==> config.mk <==
export PLATFORM = sky130hd
export DESIGN_NAME = data_memory_arbiter_flat
export DESIGN_NICKNAME = d
export VERILOG_FILES = /design/src/rtl/data_memory_arbiter_pkg.sv /design/src/rtl/data_memory_arbiter_if.sv /design/src/rtl/data_memory_arbiter_lock_timer.sv /design/src/rtl/data_memory_arbiter.sv /design/src/flat_wrapper.sv
export SDC_FILE = /design/constraint.sdc
export NUM_CORES = 1
export LEC_CHECK = 0
export BUFFER_PORTS_ARGS = -buffer_cell sky130_fd_sc_hd__buf_2
export CAP_MARGIN = 0
export CORE_AREA = 2 2 99 101
export CTS_CLUSTER_DIAMETER = 30
export DETAILED_ROUTE_END_ITERATION = 6
export DIE_AREA = 0 0 101 103
export PLACE_DENSITY = 0.61
export SLEW_MARGIN = 20
export SYNTH_ARGS = -nofsm -noshare
export SYNTH_HDL_FRONTEND = slang
export SYNTH_HIERARCHICAL = 1
export SYNTH_SLANG_ARGS = --single-unit
==> constraint.sdc <==
create_clock -name clock -period 2.7 [get_ports clock]
set_input_delay 0.135 -clock clock [delete_from_list [all_inputs] [get_ports clock]]
set_output_delay 0.135 -clock clock [all_outputs]
set_load 0.02 [all_outputs]
==> src/rtl/data_memory_arbiter_pkg.sv <==
`default_nettype none
// ============================================================================
//  Module      : dmem_arb_pkg
//  Description : Shared types and constants for the data memory arbiter.
//  Revision    : 1.0 - initial release
// ============================================================================
package dmem_arb_pkg;

    typedef enum logic [1:0] {
        IDLE  = 2'd0,
        LOCK0 = 2'd1,
        LOCK1 = 2'd2
    } state_t;

    localparam int PORT_CORE = 0;
    localparam int PORT_DMA  = 1;

    localparam int DEFAULT_ADDR_W = 12;
    localparam int DEFAULT_DATA_W = 32;

endpackage : dmem_arb_pkg
`default_nettype wire

==> src/rtl/data_memory_arbiter_if.sv <==
`default_nettype none
// ============================================================================
//  Module      : data_memory_arbiter_if
//  Description : Requester and data_memory bus bundle around the arbiter.
//  Revision    : 1.0 - initial release
// ============================================================================
interface data_memory_arbiter_if
    import dmem_arb_pkg::*;
#(
    parameter int ADDR_W = DEFAULT_ADDR_W,
    parameter int DATA_W = DEFAULT_DATA_W
);
    logic              req0,   req1;
    logic              lock0,  lock1;
    logic              we0,    we1;
    logic [ADDR_W-1:0] addr0,  addr1;
    logic [3:0]        be0,    be1;
    logic [DATA_W-1:0] wdata0, wdata1;
    logic              gnt0,   gnt1;
    logic              rvalid0, rvalid1;
    logic [DATA_W-1:0] rdata0, rdata1;

    logic [ADDR_W-1:0] mem_address;
    logic [3:0]        mem_byteena;
    logic [DATA_W-1:0] mem_data;
    logic              mem_wren;
    logic [DATA_W-1:0] mem_q;

    // Arbiter side
    modport slave (
        input  req0, req1, lock0, lock1, we0, we1, addr0, addr1,
               be0, be1, wdata0, wdata1, mem_q,
        output gnt0, gnt1, rvalid0, rvalid1, rdata0, rdata1,
               mem_address, mem_byteena, mem_data, mem_wren
    );

    // Requesters plus memory side
    modport master (
        output req0, req1, lock0, lock1, we0, we1, addr0, addr1,
               be0, be1, wdata0, wdata1, mem_q,
        input  gnt0, gnt1, rvalid0, rvalid1, rdata0, rdata1,
               mem_address, mem_byteena, mem_data, mem_wren
    );

endinterface : data_memory_arbiter_if
`default_nettype wire

==> src/rtl/data_memory_arbiter_lock_timer.sv <==
`default_nettype none
// ============================================================================
//  Module      : dmem_arb_lock_timer
//  Description : Saturating lock-length counter with clear, enable, at_max.
//  Revision    : 1.0 - initial release
// ============================================================================
module dmem_arb_lock_timer #(
    parameter int LOCK_MAX = 8
) (
    input  wire logic i_clk,
    input  wire logic i_rst_n,
    input  wire logic i_clr,
    input  wire logic i_en,
    output logic      o_at_max
);
    localparam int CNT_W = (LOCK_MAX < 1) ? 1 : $clog2(LOCK_MAX + 1);
    localparam logic [CNT_W-1:0] C_MAX = CNT_W'(LOCK_MAX);

    logic [CNT_W-1:0] r_cnt;

    // Clear together with enable loads 1: the first grant of a new lock
    always_ff @(posedge i_clk or negedge i_rst_n) begin
        if (!i_rst_n) begin
            r_cnt <= '0;
        end else if (i_clr) begin
            r_cnt <= i_en ? CNT_W'(1) : '0;
        end else if (i_en && (r_cnt != C_MAX)) begin
            r_cnt <= r_cnt + CNT_W'(1);
        end
    end

    assign o_at_max = (r_cnt == C_MAX);

endmodule : dmem_arb_lock_timer
`default_nettype wire

==> src/rtl/data_memory_arbiter.sv <==
`default_nettype none
// ============================================================================
//  Module      : data_memory_arbiter
//  Description : Two-port arbiter for the data_memory port with bounded locks.
//                Define DMEM_ARB_ROUND_ROBIN_EN for round-robin idle ties.
//  Revision    : 1.0 - initial release
// ============================================================================
module data_memory_arbiter
    import dmem_arb_pkg::*;
#(
    parameter int ADDR_W   = DEFAULT_ADDR_W,
    parameter int DATA_W   = DEFAULT_DATA_W,
    parameter int LOCK_MAX = 8
) (
    input  wire logic             clock,
    input  wire logic             reset,
    data_memory_arbiter_if.slave  bus
);
    state_t r_state;
    state_t w_state_nxt;
    logic   r_last;
    logic   r_rvalid0;
    logic   r_rvalid1;
    logic   w_gnt0;
    logic   w_gnt1;
    logic   w_tie_to1;
    logic   w_tmr_clr;
    logic   w_tmr_en;
    logic   w_at_max;

`ifdef DMEM_ARB_ROUND_ROBIN_EN
    assign w_tie_to1 = (r_last == 1'(PORT_CORE));
`else
    assign w_tie_to1 = 1'b0;
`endif

    // Grants are gated by reset so nothing reaches memory while it is held
    always_comb begin
        w_gnt0      = 1'b0;
        w_gnt1      = 1'b0;
        w_state_nxt = r_state;
        w_tmr_clr   = 1'b0;
        w_tmr_en    = 1'b0;
        if (reset) begin
            case (r_state)
                IDLE: begin
                    if (bus.req0 && bus.req1) begin
                        w_gnt0 = ~w_tie_to1;
                        w_gnt1 = w_tie_to1;
                    end else begin
                        w_gnt0 = bus.req0;
                        w_gnt1 = bus.req1;
                    end
                    if (w_gnt0 && bus.lock0) begin
                        w_state_nxt = LOCK0;
                        w_tmr_clr   = 1'b1;
                        w_tmr_en    = 1'b1;
                    end else if (w_gnt1 && bus.lock1) begin
                        w_state_nxt = LOCK1;
                        w_tmr_clr   = 1'b1;
                        w_tmr_en    = 1'b1;
                    end
                end
                LOCK0: begin
                    if (w_at_max && bus.req1) begin
                        w_gnt1      = 1'b1;
                        w_state_nxt = IDLE;
                        w_tmr_clr   = 1'b1;
                    end else if (bus.req0) begin
                        w_gnt0 = 1'b1;
                        if (bus.lock0) begin
                            w_tmr_en = bus.req1;
                        end else begin
                            w_state_nxt = IDLE;
                            w_tmr_clr   = 1'b1;
                        end
                    end else begin
                        w_state_nxt = IDLE;
                        w_tmr_clr   = 1'b1;
                    end
                end
                LOCK1: begin
                    if (w_at_max && bus.req0) begin
                        w_gnt0      = 1'b1;
                        w_state_nxt = IDLE;
                        w_tmr_clr   = 1'b1;
                    end else if (bus.req1) begin
                        w_gnt1 = 1'b1;
                        if (bus.lock1) begin
                            w_tmr_en = bus.req0;
                        end else begin
                            w_state_nxt = IDLE;
                            w_tmr_clr   = 1'b1;
                        end
                    end else begin
                        w_state_nxt = IDLE;
                        w_tmr_clr   = 1'b1;
                    end
                end
                default: begin
                    w_state_nxt = IDLE;
                    w_tmr_clr   = 1'b1;
                end
            endcase
        end
    end

    always_ff @(posedge clock or negedge reset) begin
        if (!reset) begin
            r_state   <= IDLE;
            r_last    <= 1'(PORT_DMA);
            r_rvalid0 <= 1'b0;
            r_rvalid1 <= 1'b0;
        end else begin
            r_state   <= w_state_nxt;
            r_last    <= w_gnt1 ? 1'(PORT_DMA) : (w_gnt0 ? 1'(PORT_CORE) : r_last);
            r_rvalid0 <= w_gnt0 & ~bus.we0;
            r_rvalid1 <= w_gnt1 & ~bus.we1;
        end
    end

    dmem_arb_lock_timer #(
        .LOCK_MAX (LOCK_MAX)
    ) u_lock_timer (
        .i_clk    (clock),
        .i_rst_n  (reset),
        .i_clr    (w_tmr_clr),
        .i_en     (w_tmr_en),
        .o_at_max (w_at_max)
    );

    // Memory registers its inputs, so the granted port is muxed through now
    assign bus.mem_address = w_gnt1 ? bus.addr1  : bus.addr0;
    assign bus.mem_byteena = w_gnt1 ? bus.be1    : bus.be0;
    assign bus.mem_data    = w_gnt1 ? bus.wdata1 : bus.wdata0;
    assign bus.mem_wren    = (w_gnt0 & bus.we0) | (w_gnt1 & bus.we1);

    assign bus.gnt0    = w_gnt0;
    assign bus.gnt1    = w_gnt1;
    assign bus.rvalid0 = r_rvalid0;
    assign bus.rvalid1 = r_rvalid1;
    assign bus.rdata0  = r_rvalid0 ? bus.mem_q : '0;
    assign bus.rdata1  = r_rvalid1 ? bus.mem_q : '0;

endmodule : data_memory_arbiter
`default_nettype wire

==> src/flat_wrapper.sv <==
// flat-port wrapper written by rule: the top's interface ports become plain ports
module data_memory_arbiter_flat import dmem_arb_pkg::*;
#(
    parameter int ADDR_W   = DEFAULT_ADDR_W,
    parameter int DATA_W   = DEFAULT_DATA_W,
    parameter int LOCK_MAX = 8
)
  (clock, reset, bus_req0, bus_req1, bus_lock0, bus_lock1, bus_we0, bus_we1, bus_addr0, bus_addr1, bus_be0, bus_be1, bus_wdata0, bus_wdata1, bus_mem_q, bus_gnt0, bus_gnt1, bus_rvalid0, bus_rvalid1, bus_rdata0, bus_rdata1, bus_mem_address, bus_mem_byteena, bus_mem_data, bus_mem_wren);
  data_memory_arbiter_if #(.ADDR_W(ADDR_W), .DATA_W(DATA_W)) bus_i ();
  input  wire logic clock;
  input  wire logic reset;
  input wire logic [$bits(bus_i.req0)-1:0] bus_req0;
  input wire logic [$bits(bus_i.req1)-1:0] bus_req1;
  input wire logic [$bits(bus_i.lock0)-1:0] bus_lock0;
  input wire logic [$bits(bus_i.lock1)-1:0] bus_lock1;
  input wire logic [$bits(bus_i.we0)-1:0] bus_we0;
  input wire logic [$bits(bus_i.we1)-1:0] bus_we1;
  input wire logic [$bits(bus_i.addr0)-1:0] bus_addr0;
  input wire logic [$bits(bus_i.addr1)-1:0] bus_addr1;
  input wire logic [$bits(bus_i.be0)-1:0] bus_be0;
  input wire logic [$bits(bus_i.be1)-1:0] bus_be1;
  input wire logic [$bits(bus_i.wdata0)-1:0] bus_wdata0;
  input wire logic [$bits(bus_i.wdata1)-1:0] bus_wdata1;
  input wire logic [$bits(bus_i.mem_q)-1:0] bus_mem_q;
  output wire logic [$bits(bus_i.gnt0)-1:0] bus_gnt0;
  output wire logic [$bits(bus_i.gnt1)-1:0] bus_gnt1;
  output wire logic [$bits(bus_i.rvalid0)-1:0] bus_rvalid0;
  output wire logic [$bits(bus_i.rvalid1)-1:0] bus_rvalid1;
  output wire logic [$bits(bus_i.rdata0)-1:0] bus_rdata0;
  output wire logic [$bits(bus_i.rdata1)-1:0] bus_rdata1;
  output wire logic [$bits(bus_i.mem_address)-1:0] bus_mem_address;
  output wire logic [$bits(bus_i.mem_byteena)-1:0] bus_mem_byteena;
  output wire logic [$bits(bus_i.mem_data)-1:0] bus_mem_data;
  output wire logic [$bits(bus_i.mem_wren)-1:0] bus_mem_wren;
  assign bus_i.req0 = bus_req0;
  assign bus_i.req1 = bus_req1;
  assign bus_i.lock0 = bus_lock0;
  assign bus_i.lock1 = bus_lock1;
  assign bus_i.we0 = bus_we0;
  assign bus_i.we1 = bus_we1;
  assign bus_i.addr0 = bus_addr0;
  assign bus_i.addr1 = bus_addr1;
  assign bus_i.be0 = bus_be0;
  assign bus_i.be1 = bus_be1;
  assign bus_i.wdata0 = bus_wdata0;
  assign bus_i.wdata1 = bus_wdata1;
  assign bus_i.mem_q = bus_mem_q;
  assign bus_gnt0 = bus_i.gnt0;
  assign bus_gnt1 = bus_i.gnt1;
  assign bus_rvalid0 = bus_i.rvalid0;
  assign bus_rvalid1 = bus_i.rvalid1;
  assign bus_rdata0 = bus_i.rdata0;
  assign bus_rdata1 = bus_i.rdata1;
  assign bus_mem_address = bus_i.mem_address;
  assign bus_mem_byteena = bus_i.mem_byteena;
  assign bus_mem_data = bus_i.mem_data;
  assign bus_mem_wren = bus_i.mem_wren;
  data_memory_arbiter #(.ADDR_W(ADDR_W), .DATA_W(DATA_W), .LOCK_MAX(LOCK_MAX)) u_core (.clock(clock), .reset(reset), .bus(bus_i));
endmodule
==> results.md, run 1 <==
- I/O Pins: 253
- Post-synthesis cell area: 0.001773 mm^2
- Antenna-violating nets left: 0
- CTS tree: built
- Largest net degree at the start of global routing: 34
- WL final: 8.301 mm
- Max Clk Rate: 0.3972 GHz
- Post-Syn Nets: 324
- Worst EP arrival: 2380 ps
- Die Area: 0.01040 mm^2
- Clock Pin Slew Worst Setup and Hold Paths: 40 ps
- Hold Crit Class: primary input to flop
- Iter 0 DRT Violations: 39
- Synth top area share: 0.4065
- Initial antenna violation count: 3
- Die Ht: 103 um
- Gpl congestion: 0.8676
- Ys async rst share: 1.000
- CTS buffer count: 3
- Sequential share of the synthesized area: 0.1129
- Std-Cell Core Area: 0.009459 mm^2
- Clk root buf: clkbuf_8
- Synth-to-Final Area Change: 83.06%
- Final period util: 0.9325
- Vias in the first global route: 2,012
- DP Wirelength: 7.192 mm
- Crit path time final: 2518 ps
- Net switching power figure: 0.0003298 W
- RSZ-0062 raised after global routing: no
- EDFF count, synth: 0
- Post-synth cell types: 37
- Cell Int Power: 0.0004923 W
- Startpoint Class: flop
- First-pass GRT wire length: 10.52 mm
- Area contributors post-synth: mux2_4 41%, and2_1 23%, dfrtp_1 11%, buf_6 3.2%, nand2_1 1.7%
- Die span in x: 101 um
- Routed WL per cell: 15.04 um
- Number of remaining DRC errors: 0
- CP Capture Type: output port
- Sw Ratio: 0.4011
- Number of max-cap violations: 0
- Hold Fails Final Rpt: 0
- Most common flop cell mapped by yosys: dfrtp_1
- Fraction of layout cells with a size suffix above 1: 0.7310
- Outcome: finished, final reports clean
- Pwr Total: 0.0008220 W
- Drt via density: 4.228
- VDD IR max: 0.2622 mV
- Fin. max-slew vios: 0
- Cell leakage power: 2.078 nW
- Worst setup path class: flop to output port
- CP max FO: 15
- #FFs+latches synth: 8
- Worst path max stage delay: 450 ps
- Most common cell after layout, fill and taps aside: buf_2
- Clock skew: 6.453 ps
- Clock latency at the later pin of the worst-skew pair: 230 ps
- Nets: 575
- Pwr dens: 253.3 mW/mm^2
- # clock sinks: 8
- Port Buffers: 252
- WP data required: 2570 ps
- Setup TNS: 0 ps
- Slew headroom: 0.4918
- CP max-delay cell: o32a_4
- Comb power frac: 0.632
- Final setup viols: 0
- Clk pwr share: 0.178
- H-tree depth: 1
- Ys Warns: 6
- Critical path cell sequence: inv_1 > ha_1 > nand3b_4 > inv_2 > inv_2 > a21oi_1 > o32a_4 > clkbuf_16 > mux2_4 > buf_2
- Worst-Margin Slew: 762.3 ps
- First-pass iteration count of the detailed router: 4
- Most frequent cells in the layout: 252 x buf_2, 64 x and2_1, 48 x mux2_4
- Clock Tree Buf Depth: 2
- Mapped Avg Cell Area: 9.532 um^2
- Sequential Power Share: 0.190
- CP most frequent cell: inv_2
- Area leader, netlist: mux2_4
- Gr usage total: 0.1316
- Starting Density: 0.1874
- Routed via count: 2,334
- # fillers: 981
- Cell count after synthesis: 186
- Num rows: 36
- GR Overflow Total: 0
## synthesized netlist by cell type, types with 2 or more instances
| master | number |
|---|---|
| inv_1 | 4 |
| o21ai_0 | 2 |
| a21oi_1 | 2 |
| mux2_4 | 48 |
| and2_1 | 64 |
| ha_1 | 2 |
| nand2_1 | 8 |
| nor2_1 | 5 |
| nand4_1 | 3 |
| nor2b_1 | 2 |
| clkbuf_1 | 6 |
| dfrtp_1 | 8 |
| o31ai_1 | 2 |
| inv_2 | 2 |
| buf_6 | 5 |
| buf_2 | 2 |
## per-stage QoR
| step | instance area [um^2] | worst slack (ps) | hold slack [ps] | util | cells |
|---|---|---|---|---|---|
| floorplan | 1773 | 688.4 | -160.6 | - | 186 |
| global placement | 3132 | 376.9 | 37.07 | 0.3311 | 541 |
| detailed placement | 3132 | 324.6 | 36.63 | 0.3311 | 541 |
| CTS | 3183 | 57.16 | 67.73 | 0.3365 | 545 |
| global route | 3246 | 50.31 | 72.79 | 0.3431 | 552 |
| finish | 3246 | 182.2 | 74.73 | 0.3431 | 552 |
## cell type report
type | count | area [um^2] | share of cell area
diodes | 3 | 7.507 | 0.002313
multi-input cells | 158 | 1458 | 0.4491
inverters | 6 | 22.52 | 0.006939
repair buffers | 260 | 1374 | 0.4233
flip-flops and latches | 8 | 200.2 | 0.06168
clock buffers | 3 | 41.29 | 0.01272
well taps | 114 | 142.6 | 0.04395
## kinds of logic (layout without fill, tap and decap cells)
family | after synthesis | in the layout | synth area share
flip-flops | 8 | 8 | 0.1129
AO/OA/AOI/OAI | 17 | 17 | 0.08187
adder cells (fa/ha/maj) | 2 | 2 | 0.01411
buffers and inverters | 20 | 269 | 0.06492
AND/OR/NAND/NOR | 88 | 88 | 0.3035
XOR/XNOR | 2 | 2 | 0.009882
other | 0 | 3 | 0
multiplexers | 49 | 49 | 0.4128
## power groups by stage
stage	logic [W]	registers, W	clock network [W]
finish	0.000519	0.000157	0.000146
global route	0.000559	0.000160	0.000162
CTS	0.000514	0.000156	0.000153
detailed placement	0.000511	0.000158	0
global placement	0.000502	0.000157	0
floorplan	0.000316	0.000145	0
## critical path, delay by kind of cell (launching register included)
family	cells	cell delay, ps
mux	1	310
compound gates	2	520
flops	1	360
buf+inv	5	610
fa+ha+maj	1	240
simple gates	1	110
## registers in the layout, indices dropped and copies added, names as in the netlist
register                   flops
u_core/r_state                 2
u_core/u_lock_timer/r_cnt      4
u_core/bus.rvalid1             1
u_core/bus.rvalid0             1
## final timing paths
| kind | start | end | slack, ps | cells past startpoint |
|---|---|---|---|---|
| max in group asynchronous | reset | u_core/u_lock_timer/r_cnt[3] | 2140 | 2 |
| setup / recovery | u_core/u_lock_timer/r_cnt[0] | bus_mem_data[31] | 180 | 10 |
| min in group asynchronous | reset | u_core/r_state[0] | 320 | 2 |
| hold / removal | bus_we1 | u_core/bus.rvalid1 | 70 | 2 |
| setup reg to reg | u_core/u_lock_timer/r_cnt[0] | u_core/u_lock_timer/r_cnt[2] | 680 | 11 |
| hold reg to reg | u_core/u_lock_timer/r_cnt[2] | u_core/u_lock_timer/r_cnt[2] | 590 | 2 |
## what timing repair did
item | CTS | global route
hold buffers | 1 | 0
gates resized for setup | 0 | 2
endpoints found under the setup margin | 0 | 38
endpoints found under the hold margin | 8 | 0
setup buffers | 0 | 3
## layer usage
layer  track usage  up-vias  part of all wire
li1              -     1141                 -
met1        0.1705     1074              0.41
met2        0.2323      107              0.51
met3      0.006102       12             0.053
met4       0.04886        0             0.023
met5             0        -                 0
No activity file was read; power rests on OpenSTA's default activity.
==> run 2: changes to the inputs <==
--- a/config.mk
+++ b/config.mk
@@ -7,13 +7,12 @@
 export LEC_CHECK = 0
 export BUFFER_PORTS_ARGS = -buffer_cell sky130_fd_sc_hd__buf_2
 export CAP_MARGIN = 0
-export CORE_AREA = 2 2 99 101
+export CORE_AREA = 2 2 97 99
 export CTS_CLUSTER_DIAMETER = 30
 export DETAILED_ROUTE_END_ITERATION = 6
-export DIE_AREA = 0 0 101 103
-export PLACE_DENSITY = 0.61
+export DIE_AREA = 0 0 99 101
+export PLACE_DENSITY = 0.64
 export SLEW_MARGIN = 20
 export SYNTH_ARGS = -nofsm -noshare
 export SYNTH_HDL_FRONTEND = slang
-export SYNTH_HIERARCHICAL = 1
 export SYNTH_SLANG_ARGS = --single-unit
==> results.md, run 2 <==
- Number of flip-flops in the largest register: 4 (unchanged)
- DP Wirelength: 7.386 mm (+2.7%)
- Gpl congestion: 0.8633 (-0.50%)
- Sw Ratio: 0.5256 (+0.1244)
- Area contributors post-synth: and2_1 22%, nand2_1 20%, o22ai_1 16%, dfrtp_1 11%, clkbuf_1 3.9%
- H-tree depth: 1 (unchanged)
- Largest delay share family, worst path: compound AO/OA/AOI/OAI gates
- Postcts setup bufs: 0 (unchanged)
- Gr usage total: 0.1573 (+0.02568)
- Pwr dens: 392.6 mW/mm^2 (+55%)
- Worst EP arrival: 2320 ps (-60 ps)
- Post-route insts no fill: 650 (+18%)
- #FFs+latches synth: 8 (unchanged)
- CP Capture Type: output port
- CP max FO: 40 (+25)
- Synth-to-Final Area Change: 76.26%
- Final Cell Area: 0.003242 mm^2 (-0.12%)
- Clk root buf: clkbuf_8
- WL final: 8.953 mm (+7.9%)
- Post-synth cell types: 36 (-2.7%)
- Number of remaining DRC errors: 0 (unchanged)
- Largest net degree at the start of global routing: 49 (+44%)
- Sequential share of the synthesized area: 0.1088 (-0.004071)
- Net switching power figure: 0.0006689 W (+100%)
- Most common cell after layout, fill and taps aside: buf_2
- Most frequent cells in the layout: 252 x buf_2, 100 x nand2_1, 65 x and2_1
- Post-synthesis cell area: 0.001839 mm^2 (+3.7%)
- EDFF count, synth: 0 (unchanged)
- Ys Warns: 0 (-6)
- Num rows: 35 (-2.8%)
- Number of max-cap violations: 0 (unchanged)
- Worst path max stage delay: 400 ps (-50 ps)
- Clock latency at the later pin of the worst-skew pair: 220 ps (about the same)
- Comb power frac: 0.722 (+0.090)
- WP buf/inv: 3 (-2)
- CP max-delay cell: dfrtp_1
- Antenna-violating nets left: 0 (unchanged)
- Commonest cells in the netlist: 100 x nand2_1, 66 x and2_1, 48 x o22ai_1
- Vias in the first global route: 2,696 (+34%)
- Crit path time final: 2451 ps (-67.11 ps)
- Die span in x: 99 um (-2.0%)
- Hold Crit Class: primary input to flop
- RR Startpoint: u_core.u_lock_timer.r_cnt[1]
- Hold Fails Final Rpt: 0 (unchanged)
- Die Area: 0.009999 mm^2 (-3.9%)
- Initial antenna violation count: 1 (-2)
- Std-Cell Core Area: 0.008977 mm^2 (-5.1%)
- First-pass GRT wire length: 12.95 mm (+23%)
- Die Ht: 101 um (-1.9%)
- Largest regs: u_core.u_lock_timer.r_cnt x4, u_core.r_state x2
- Placed Cells: 645 (+19%)
- Routed WL per cell: 13.77 um (-8.4%)
- Top reg by flops: u_core.u_lock_timer.r_cnt
- Clock Tree Buf Depth: 2 (unchanged)
- Worst-Margin Slew: 697.3 ps (-65.03 ps)
- I/O Pins: 253 (unchanged)
- # fillers: 962 (-1.9%)
- Final setup viols: 0 (unchanged)
- VDD IR max: 0.1469 mV (-44%)
- Iter 0 DRT Violations: 60 (+54%)
- Slew headroom: 0.5352 (+0.04335)
- Ys async rst share: 1.000 (unchanged)
- Routed via count: 3,096 (+33%)
- First-pass iteration count of the detailed router: 4 (unchanged)
- Cell leakage power: 1.940 nW (-6.7%)
- WHS: 77.35 ps (+2.621 ps)
- Clk pwr share: 0.111 (-0.067)
- Most common flop cell mapped by yosys: dfrtp_1
- Mapped Avg Cell Area: 5.972 um^2 (-37%)
- Most frequent cell after synthesis: nand2_1
- Startpoint Class: flop
- Worst setup path class: flop to output port
- Critical path cell sequence: inv_1 > ha_1 > nand3b_1 > a21boi_0 > o22a_2 > buf_12 > o22ai_1 > buf_2
- Area post-placement: 0.003188 mm^2 (+1.8%)
- Clock Pin Slew Worst Setup and Hold Paths: 40 ps (about the same)
- CTS tree: built
- Nets: 678 (+18%)
- Synth top area share: 0.2245 (-0.1820)
- Starting Density: 0.2049 (+0.01744)
- Post-Syn Nets: 446 (+38%)
- CTS buffer count: 3 (unchanged)
- RSZ-0062 raised after global routing: no
- Outcome: finished, final reports clean
- Hold Path Origin: bus_we0
- Setup TNS: 0 ps (unchanged)
- GR Overflow Total: 0 (unchanged)
- Final period util: 0.9077 (-0.02486)
- Fin. max-slew vios: 0 (unchanged)
- Drt via density: 4.763 (+13%)
- Clock skew: 1.034 ps (-5.419 ps)
- Fraction of layout cells with a size suffix above 1: 0.4981 (-0.2329)
- # clock sinks: 8 (unchanged)
- Port Buffers: 252 (unchanged)
- Sequential Power Share: 0.167 (-0.023)
- Cell Int Power: 0.0006038 W (+23%)
- WP data required: 2570 ps (about the same)
- Max Clk Rate: 0.4081 GHz (+2.7%)
- Area leader, netlist: and2_1
- Cell count after synthesis: 308 (+66%)
- Worst setup path startpoint: u_core.u_lock_timer.r_cnt[0]
[run 2: metal layers]
layer  track usage  wire (um)  part of all wire  vias up
met5             0          0                 0        -
met4       0.04215        153             0.017        0
met3       0.02080        870             0.097       10
met2        0.2963       4671              0.52      193
met1        0.1862       3257              0.36     1371
li1              -          -                 -     1522
[run 2: timing repair]
item | 4_1_cts | 5_1_grt
resized for setup | 0 | 0
hold buffers | 1 | 0
hold endpoints to repair | 8 | 0
endpoints found under the setup margin | 0 | 0
[run 2: final timing paths]
path | to | slack [ps] | cells past startpoint
max | bus_mem_byteena[0] | 250 | 8
min | u_core.bus.rvalid0 | 80 | 2
max reg2reg | u_core.r_state[0] | 590 | 6
min reg2reg | u_core.u_lock_timer.r_cnt[1] | 670 | 2
max in group asynchronous | u_core.bus.rvalid1 | 2160 | 2
min in group asynchronous | u_core.r_state[0] | 320 | 2
[run 2: power by group through the flow]
stage	Clock, W	Combinational (W)	Sequential [W]
3_5_place_dp	0	0.000917	0.000211
2_1_floorplan	0	0.000615	0.000169
4_1_cts	0.000144	0.000922	0.000210
5_1_grt	0.000151	0.000999	0.000220
6_report	0.000141	0.000919	0.000213
3_3_place_gp	0	0.000909	0.000207
[run 2: per-stage QoR]
| step | power [W] | setup WS (ps) | util |
|---|---|---|---|
| after detailed placement | 0.001128 | 518.7 | 0.3551 |
| after floorplan | 0.0007841 | 661.9 | - |
| after global routing | 0.001370 | 51.93 | 0.3611 |
| final | 0.001273 | 249.3 | 0.3611 |
| after global placement | 0.001116 | 589.7 | 0.3551 |
| after CTS | 0.001277 | 246.6 | 0.3608 |
[run 2: cell families (layout without fill, tap and decap cells)]
| group | after synthesis | in the layout | share of synthesized area |
|---|---|---|---|
| AND/OR/NAND/NOR | 183 | 183 | 0.4878 |
| multiplexers | 1 | 1 | 0.008161 |
| buffers and inverters | 35 | 265 | 0.08299 |
| adder cells (fa/ha/maj) | 2 | 2 | 0.01360 |
| AO/OA/AOI/OAI | 79 | 79 | 0.2986 |
| other | 0 | 1 | 0 |
| flip-flops | 8 | 8 | 0.1088 |
[run 2: area by class of cell]
type	instances	area (um^2)	area share
multi-input combinational	265	1494	0.4608
timing repair buffer	259	1354	0.4176
sequential	8	200.2	0.06175
tap	111	138.9	0.04284
clock buffer	3	41.29	0.01274
inverter	3	11.26	0.003474
antenna	1	2.502	0.0007719
